## config.mk

```make
export PLATFORM = sky130hd
export DESIGN_NAME = control_unit
export DESIGN_NICKNAME = d
export VERILOG_FILES = /design/src/rtl/cpu_pkg.sv /design/src/rtl/op_decode.sv /design/src/rtl/control_unit.sv
export SDC_FILE = /design/constraint.sdc
export NUM_CORES = 1
export LEC_CHECK = 0
export CAP_MARGIN = 40
export CORE_MARGIN = 5
export CORE_UTILIZATION = 29
export DETAILED_ROUTE_END_ITERATION = 16
export PLACE_DENSITY = 0.79
export SYNTH_ARGS = -nofsm -noshare
export SYNTH_HDL_FRONTEND = slang
export SYNTH_HIERARCHICAL = 1
export SYNTH_SLANG_ARGS = --single-unit
export TNS_END_PERCENT = 5
```

## constraint.sdc

```tcl
create_clock -name clk -period 2.8 [get_ports clk]
set_clock_uncertainty 0.2 [all_clocks]
set_input_delay 0.56 -clock clk [delete_from_list [all_inputs] [get_ports clk]]
set_output_delay 0.56 -clock clk [all_outputs]
set_load 0.01 [all_outputs]
```

## src/rtl/cpu_pkg.sv

```systemverilog
// ---------------------------------------------------------------------------
// cpu_pkg
// Shared encodings for the multicycle CPU control path: the control-unit
// state enum, the instruction classes produced by the opcode decoder,
// opcode constants, ALU operation codes and the PCSource / ALUSrcB select
// codes. No ports; imported by op_decode and control_unit.
// ---------------------------------------------------------------------------
package cpu_pkg;

   // Control-unit states. The numeric values also appear on the debug port.
   typedef enum logic [3:0] {
      FETCH   = 4'd0,
      DECODE  = 4'd1,
      EXEC_R  = 4'd2,
      EXEC_I  = 4'd3,
      ALU_WB  = 4'd4,
      MEM_RD  = 4'd5,
      LOAD_WB = 4'd6,
      MEM_WR  = 4'd7,
      BRANCH  = 4'd8,
      JUMP    = 4'd9,
      HALT    = 4'd10
   } state_t;

   // Instruction classes resolved from the opcode.
   typedef enum logic [2:0] {
      CLS_R       = 3'd0,
      CLS_I       = 3'd1,
      CLS_LW      = 3'd2,
      CLS_SW      = 3'd3,
      CLS_BEQ     = 3'd4,
      CLS_J       = 3'd5,
      CLS_HALT    = 3'd6,
      CLS_ILLEGAL = 3'd7
   } iclass_t;

   // Single-opcode instructions. R-type occupies 0x00-0x0F, I-type 0x10-0x1F.
   localparam logic [5:0] OP_LW   = 6'h20;
   localparam logic [5:0] OP_SW   = 6'h21;
   localparam logic [5:0] OP_BEQ  = 6'h22;
   localparam logic [5:0] OP_J    = 6'h23;
   localparam logic [5:0] OP_HALT = 6'h3F;

   // ALU operation codes.
   localparam logic [3:0] ALU_ADD = 4'h0;
   localparam logic [3:0] ALU_SUB = 4'h1;
   localparam logic [3:0] ALU_AND = 4'h2;
   localparam logic [3:0] ALU_OR  = 4'h3;
   localparam logic [3:0] ALU_XOR = 4'h4;

   // PCSource selects.
   localparam logic [1:0] PCSRC_ALU    = 2'b00;
   localparam logic [1:0] PCSRC_ALUOUT = 2'b01;
   localparam logic [1:0] PCSRC_JUMP   = 2'b10;

   // ALUSrcB selects.
   localparam logic [1:0] SRCB_REGB = 2'b00;
   localparam logic [1:0] SRCB_ONE  = 2'b01;
   localparam logic [1:0] SRCB_SEXT = 2'b10;
   localparam logic [1:0] SRCB_ZEXT = 2'b11;

   // Logical immediates (AND/OR/XOR) take a zero-extended operand; the
   // arithmetic ones take a sign-extended operand.
   function automatic logic is_logic_alu(input logic [3:0] alu_code);
      return (alu_code == ALU_AND) || (alu_code == ALU_OR) || (alu_code == ALU_XOR);
   endfunction

endpackage

```

## src/rtl/op_decode.sv

```systemverilog
// ---------------------------------------------------------------------------
// op_decode
// Purely combinational opcode decoder.
//   op        in  6  instruction opcode (IReg_out[31:26])
//   iclass    out 3  instruction class (cpu_pkg::iclass_t)
//   alu_srcb  out 2  ALUSrcB select to use for an I-type execute
// ---------------------------------------------------------------------------
module op_decode
   import cpu_pkg::*;
(
   input  logic [5:0] op,
   output iclass_t    iclass,
   output logic [1:0] alu_srcb
);

   always_comb begin
      iclass   = CLS_ILLEGAL;
      alu_srcb = SRCB_SEXT;

      if (op[5:4] == 2'b00) begin
         iclass = CLS_R;
      end else if (op[5:4] == 2'b01) begin
         iclass = CLS_I;
      end else begin
         case (op)
            OP_LW:   iclass = CLS_LW;
            OP_SW:   iclass = CLS_SW;
            OP_BEQ:  iclass = CLS_BEQ;
            OP_J:    iclass = CLS_J;
            OP_HALT: iclass = CLS_HALT;
            default: iclass = CLS_ILLEGAL;
         endcase
      end

      if (is_logic_alu(op[3:0])) begin
         alu_srcb = SRCB_ZEXT;
      end
   end

endmodule

```

## src/rtl/control_unit.sv

```systemverilog
// ---------------------------------------------------------------------------
// control_unit
// Multicycle Moore control FSM for the CPU datapath. Each instruction walks
// FETCH -> DECODE -> (execute / memory / write-back) one state per clock.
//   clk         in   1  system clock, rising edge
//   reset       in   1  asynchronous active-low reset
//   IReg_out    in  32  instruction register, opcode in [31:26]
//   PCWrite, PCWriteCond, IorD, MemRead, MemWrite, IRWrite, MemtoReg,
//   ALUSrcA, RegWrite, RegDst   out 1 each  datapath controls
//   PCSource    out  2  PC source select
//   ALUSrcB     out  2  ALU operand B select
//   ALUOp       out  4  ALU operation
//   halted      out  1  high while in HALT
//   illegal_op  out  1  sticky flag, set when an undefined opcode is decoded
//   state       out  4  current state encoding (debug)
// ---------------------------------------------------------------------------
module control_unit
   import cpu_pkg::*;
(
   input  logic        clk,
   input  logic        reset,
   input  logic [31:0] IReg_out,
   output logic        PCWrite,
   output logic        PCWriteCond,
   output logic        IorD,
   output logic        MemRead,
   output logic        MemWrite,
   output logic        IRWrite,
   output logic        MemtoReg,
   output logic        ALUSrcA,
   output logic        RegWrite,
   output logic        RegDst,
   output logic [1:0]  PCSource,
   output logic [1:0]  ALUSrcB,
   output logic [3:0]  ALUOp,
   output logic        halted,
   output logic        illegal_op,
   output logic [3:0]  state
);

   state_t     state_reg;
   state_t     state_next;
   logic       illegal_reg;
   logic       illegal_next;
   iclass_t    iclass;
   logic [1:0] imm_srcb;
   logic [5:0] opcode;

   // Only the opcode drives control; register and immediate fields are
   // consumed by the datapath.
   logic unused_fields;
   assign unused_fields = ^IReg_out[25:0];

   assign opcode = IReg_out[31:26];

   op_decode u_op_decode (
      .op       (opcode),
      .iclass   (iclass),
      .alu_srcb (imm_srcb)
   );

   // State and sticky flag registers.
   always_ff @(posedge clk or negedge reset) begin
      if (!reset) begin
         state_reg   <= FETCH;
         illegal_reg <= 1'b0;
      end else begin
         state_reg   <= state_next;
         illegal_reg <= illegal_next;
      end
   end

   // Next-state logic.
   always_comb begin
      state_next   = FETCH;
      illegal_next = illegal_reg;
      case (state_reg)
         FETCH:   state_next = DECODE;
         DECODE: begin
            case (iclass)
               CLS_R:    state_next = EXEC_R;
               CLS_I:    state_next = EXEC_I;
               CLS_LW:   state_next = MEM_RD;
               CLS_SW:   state_next = MEM_WR;
               CLS_BEQ:  state_next = BRANCH;
               CLS_J:    state_next = JUMP;
               CLS_HALT: state_next = HALT;
               default: begin
                  state_next   = FETCH;
                  illegal_next = 1'b1;
               end
            endcase
         end
         EXEC_R:  state_next = ALU_WB;
         EXEC_I:  state_next = ALU_WB;
         ALU_WB:  state_next = FETCH;
         MEM_RD:  state_next = LOAD_WB;
         LOAD_WB: state_next = FETCH;
         MEM_WR:  state_next = FETCH;
         BRANCH:  state_next = FETCH;
         JUMP:    state_next = FETCH;
         HALT:    state_next = HALT;
         default: state_next = FETCH;   // unused encodings recover
      endcase
   end

   // Moore output decode.
   always_comb begin
      PCWrite     = 1'b0;
      PCWriteCond = 1'b0;
      IorD        = 1'b0;
      MemRead     = 1'b0;
      MemWrite    = 1'b0;
      IRWrite     = 1'b0;
      MemtoReg    = 1'b0;
      ALUSrcA     = 1'b0;
      RegWrite    = 1'b0;
      RegDst      = 1'b0;
      PCSource    = PCSRC_ALU;
      ALUSrcB     = SRCB_REGB;
      ALUOp       = ALU_ADD;
      halted      = 1'b0;

      case (state_reg)
         FETCH: begin
            IRWrite = 1'b1;
            ALUSrcB = SRCB_ONE;
            PCWrite = 1'b1;
         end
         DECODE: begin
            // ALUOut captures PC+1+sext(imm) as a speculative branch target.
            ALUSrcB = SRCB_SEXT;
         end
         EXEC_R: begin
            ALUSrcA = 1'b1;
            ALUOp   = opcode[3:0];
         end
         EXEC_I: begin
            ALUSrcA = 1'b1;
            ALUSrcB = imm_srcb;
            ALUOp   = opcode[3:0];
         end
         ALU_WB: begin
            RegWrite = 1'b1;
            RegDst   = (iclass == CLS_R);
         end
         MEM_RD: begin
            MemRead = 1'b1;
            IorD    = 1'b1;
         end
         LOAD_WB: begin
            RegWrite = 1'b1;
            MemtoReg = 1'b1;
         end
         MEM_WR: begin
            MemWrite = 1'b1;
            IorD     = 1'b1;
         end
         BRANCH: begin
            ALUSrcA     = 1'b1;
            ALUOp       = ALU_SUB;
            PCSource    = PCSRC_ALUOUT;
            PCWriteCond = 1'b1;
         end
         JUMP: begin
            PCSource = PCSRC_JUMP;
            PCWrite  = 1'b1;
         end
         HALT: begin
            halted = 1'b1;
         end
         default: ;
      endcase

      // Reset kills every control line without waiting for a clock edge.
      if (!reset) begin
         PCWrite     = 1'b0;
         PCWriteCond = 1'b0;
         IorD        = 1'b0;
         MemRead     = 1'b0;
         MemWrite    = 1'b0;
         IRWrite     = 1'b0;
         MemtoReg    = 1'b0;
         ALUSrcA     = 1'b0;
         RegWrite    = 1'b0;
         RegDst      = 1'b0;
         PCSource    = PCSRC_ALU;
         ALUSrcB     = SRCB_REGB;
         ALUOp       = ALU_ADD;
         halted      = 1'b0;
      end
   end

   assign illegal_op = illegal_reg;
   assign state      = state_reg;

endmodule

```

==> results by group <==
Pwr
  – Register share of total power: 24.2%
  – VDD IR-drop max: 0.454 mV
  – Leak pwr: 0.451 nW
  – Sw power: 0.000314 W
  – Clk pwr share: 12.9%
  – Switching portion of total power: 43.2%
  – Comb power frac: 62.9%
  – Pwr Total: 0.000727 W
  – Power Density: 744 mW/mm^2
  – Internal power: 0.000413 W

Detailed routing
  – Final WL: 1.93 mm
  – Routed via count: 690
  – Highest metal used: met4
  – DR DRC count: 0
  – Average wire per standard cell: 13.7 microns
  – Metal2 WL: 874 microns
  – Initial drt markers: 26
  – Routed length on met3: 83 microns
  – Vias per inst: 4.89
  – Final ANT Viol Nets: 0
  – First-pass DRT Iterations: 4
  – Routed metal-1 wirelength: 932 microns

Worst setup path
  – CP Launch Type: input port
  – Reg-to-reg startpoint: state[1]
  – CP Data Required Time: 2040 ps
  – Worst Setup SP: IReg_out[26]
  – Maximum fanout along the worst path: 4
  – Flop-to-flop setup slack: 1310 ps
  – CP endpoint kind: primary output
  – Critical path class: in2out
  – Critical path data arrival time: 1960 ps

Global routing
  – Vias in the first global route: 705
  – Total global routing track utilization: 14.6%
  – Initial antenna violation count: 0
  – Largest net degree at the start of global routing: 16
  – Grt ovf: 0
  – First-pass GRT wire length: 3.16 mm

Synthesis
  – Post-synth cell types: 39
  – Syn_area_per_cell: 7.83 sq um
  – Ys Warns: 6
  – Simple-Gate Fraction of Synth Area: 46.2%
  – Largest family of logic cells by synthesized area: simple AND/OR/NAND/NOR gates
  – Cell area after synthesis: 572 sq um
  – Synth Area in Compound Gates: 19.0%
  – Post-synthesis mux area share: 0%
  – Yosys reg bits: 5
  – Cell count after synthesis: 73
  – Post-synthesis sequential area ratio: 21.9%
  – Synth Area in XOR/XNOR: 3.06%
  – Post-Synth Adder-Cell Area: 0%
  – Syn nets: 107

Clock network
  – Hold_buf cts: 0
  – Worst skew pair latency: 250 ps
  – Total setup buffers inserted after CTS: 0
  – Total clock sinks: 5
  – Max Buffers Root-to-Sink: 2
  – Root buffer cell: clkbuf_4
  – H-tree depth: 1
  – Total CTS buffers: 3
  – CTS tree: done
  – CTS clock-pin slew for the worst setup and hold paths: 50 ps

Finish
  – Antenna diode count: 0
  – Layout Nets: 149
  – Area delta synth->final: 70.9%
  – Final Instance Count excl. Fillers: 141
  – Filler cells: 190
  – Largest register FFs: 4
  – Proportion of layout cells with a drive suffix above 1: 22.8%

Place
  – Final HPWL DP: 1.46 mm
  – Placer congestion estimate: 0.749
  – Placed Cells: 137
  – IO Port Bufs: 31

STA
  – Max-slew violation count: 0
  – Final Hold Vio Count: 0
  – Min Tclk post-route: 2720 ps
  – Final Cycle Share: 97.1%
  – Fmax: 368 MHz
  – RSZ-0062 raised after global routing: yes
  – Setup_tns: 0 ps
  – Final count of negative-setup-slack endpoints: 0

Floorplan
  – Die width: 54.4 microns
  – Die ar.: 0.00296 sq mm
  – Die Y: 54.4 microns
  – Starting density of the core: 29.8%
  – # IOs: 58
  – Core area: 0.00192 sq mm
  – Cell row count: 16

Run status
  – Status: finished clean

Worst hold path
  – Hold/Removal Path Class: in2async

Flow run
  – Max_cap viols: 0
[metal layers]
| layer | GRT usage (%) | vias to the layer above |
|---|---|---|
| li1 | - | 340 |
| met1 | 19.4 | 328 |
| met2 | 22.9 | 18 |
| met3 | 3.27 | 4 |
| met4 | 5.39 | 0 |
| met5 | 0 | - |
[final timing paths]
path                         endpoint  depth (start not counted)
hold reg to reg            illegal_op                          1
setup reg to reg             state[2]                          3
min in group clk           illegal_op                          1
max in group asynchronous    state[0]                          2
setup / recovery               RegDst                          6
hold / removal               state[0]                          2
[synth_stat cells, drive strengths merged]
cell type / number / area share, %
a2111oi: 2 / 4.4
a21boi: 1 / 1.3
a21oi: 2 / 2.4
a2bb2oi: 1 / 1.5
a41o: 1 / 1.8
and2: 3 / 3.3
and3: 6 / 6.6
and4bb: 1 / 2.2
buf: 6 / 7.2
clkbuf: 1 / 0.66
conb: 1 / 0.66
dfrtp: 5 / 22
inv: 2 / 1.3
nand2: 6 / 3.9
nand2b: 4 / 4.4
nand3: 2 / 1.8
nand3b: 1 / 1.3
nand4: 1 / 1.1
nor2: 8 / 5.3
nor2b: 3 / 3.3
nor3: 3 / 3.5
nor3b: 2 / 3.5
nor4b: 1 / 1.5
o21a: 1 / 1.3
o21bai: 1 / 1.3
o22a: 1 / 1.5
o31a: 1 / 1.5
o41a: 1 / 2.0
or3: 1 / 1.1
or3b: 1 / 1.5
or4: 1 / 2.0
xnor2: 1 / 1.5
xor2: 1 / 1.5
[layout make-up]
class | instances | area (sq um) | area share (%)
Inverter | 2 | 7.51 | 0.768
Tap cell | 27 | 33.8 | 3.46
Multi-Input combinational cell | 59 | 394 | 40.3
Clock buffer | 4 | 26.3 | 2.69
Timing Repair Buffer | 44 | 389 | 39.8
Sequential cell | 5 | 126 | 12.9
[layout by cell type (no fill, tap or decap), types with 2 or more instances in the layout]
master | netlist | routed
nor2_1 | 8 | 8
nand2b_1 | 4 | 4
and3_1 | 6 | 6
dfrtp_1 | 5 | 4
nand3_1 | 2 | 2
inv_1 | 2 | 2
and2_1 | 3 | 3
buf_4 | 2 | 13
dlymetal6s2s_1 | 0 | 2
nand2_1 | 6 | 6
clkdlybuf4s50_1 | 0 | 21
clkbuf_4 | 0 | 3
nor2b_1 | 3 | 3
nor3_1 | 2 | 2
clkbuf_2 | 0 | 3
dlygate4sd2_1 | 0 | 3
[worst max-delay path, stage by stage]
cell and delay [ps]:
clkdlybuf4s15_1 220, o31a_1 260, o22a_1 180, or4_4 480
nor3_2 110, buf_2 150
[kinds of logic (layout without fill, tap and decap cells)]
logic type      count (synthesis)  in the layout
other cells                     1              1
buf+inv                         9             50
compound gates                 12             12
flops                           5              5
xor+xnor                        2              2
simple gates                   44             44
[power groups by stage]
stage | sequential (W) | combinational (W) | clock [W]
detailed placement | 0.000176 | 0.000464 | 0
CTS | 0.000174 | 0.000461 | 0.0000939
finish | 0.000176 | 0.000458 | 0.0000936
floorplan | 0.000140 | 0.000266 | 0
global placement | 0.000173 | 0.000457 | 0
global route | 0.000189 | 0.000500 | 0.0000983
[per-stage QoR]
stage | cell area, sq um | hold WS, ps | util [%] | worst slack (ps)
2_1_floorplan | 572 | 64.4 | - | 306
3_3_place_gp | 968 | 253 | 50.4 | -608
3_5_place_dp | 968 | 259 | 50.4 | -646
4_1_cts | 982 | 228 | 51.1 | -115
5_1_grt | 977 | 262 | 50.8 | -3.20
6_report | 977 | 235 | 50.8 | 81.2
[what timing repair did]
item,in CTS,in global routing
setup endpoints to repair,15,3
pin swaps,1,3
resized for setup,12,9
Power figures use the tool's default switching activity.
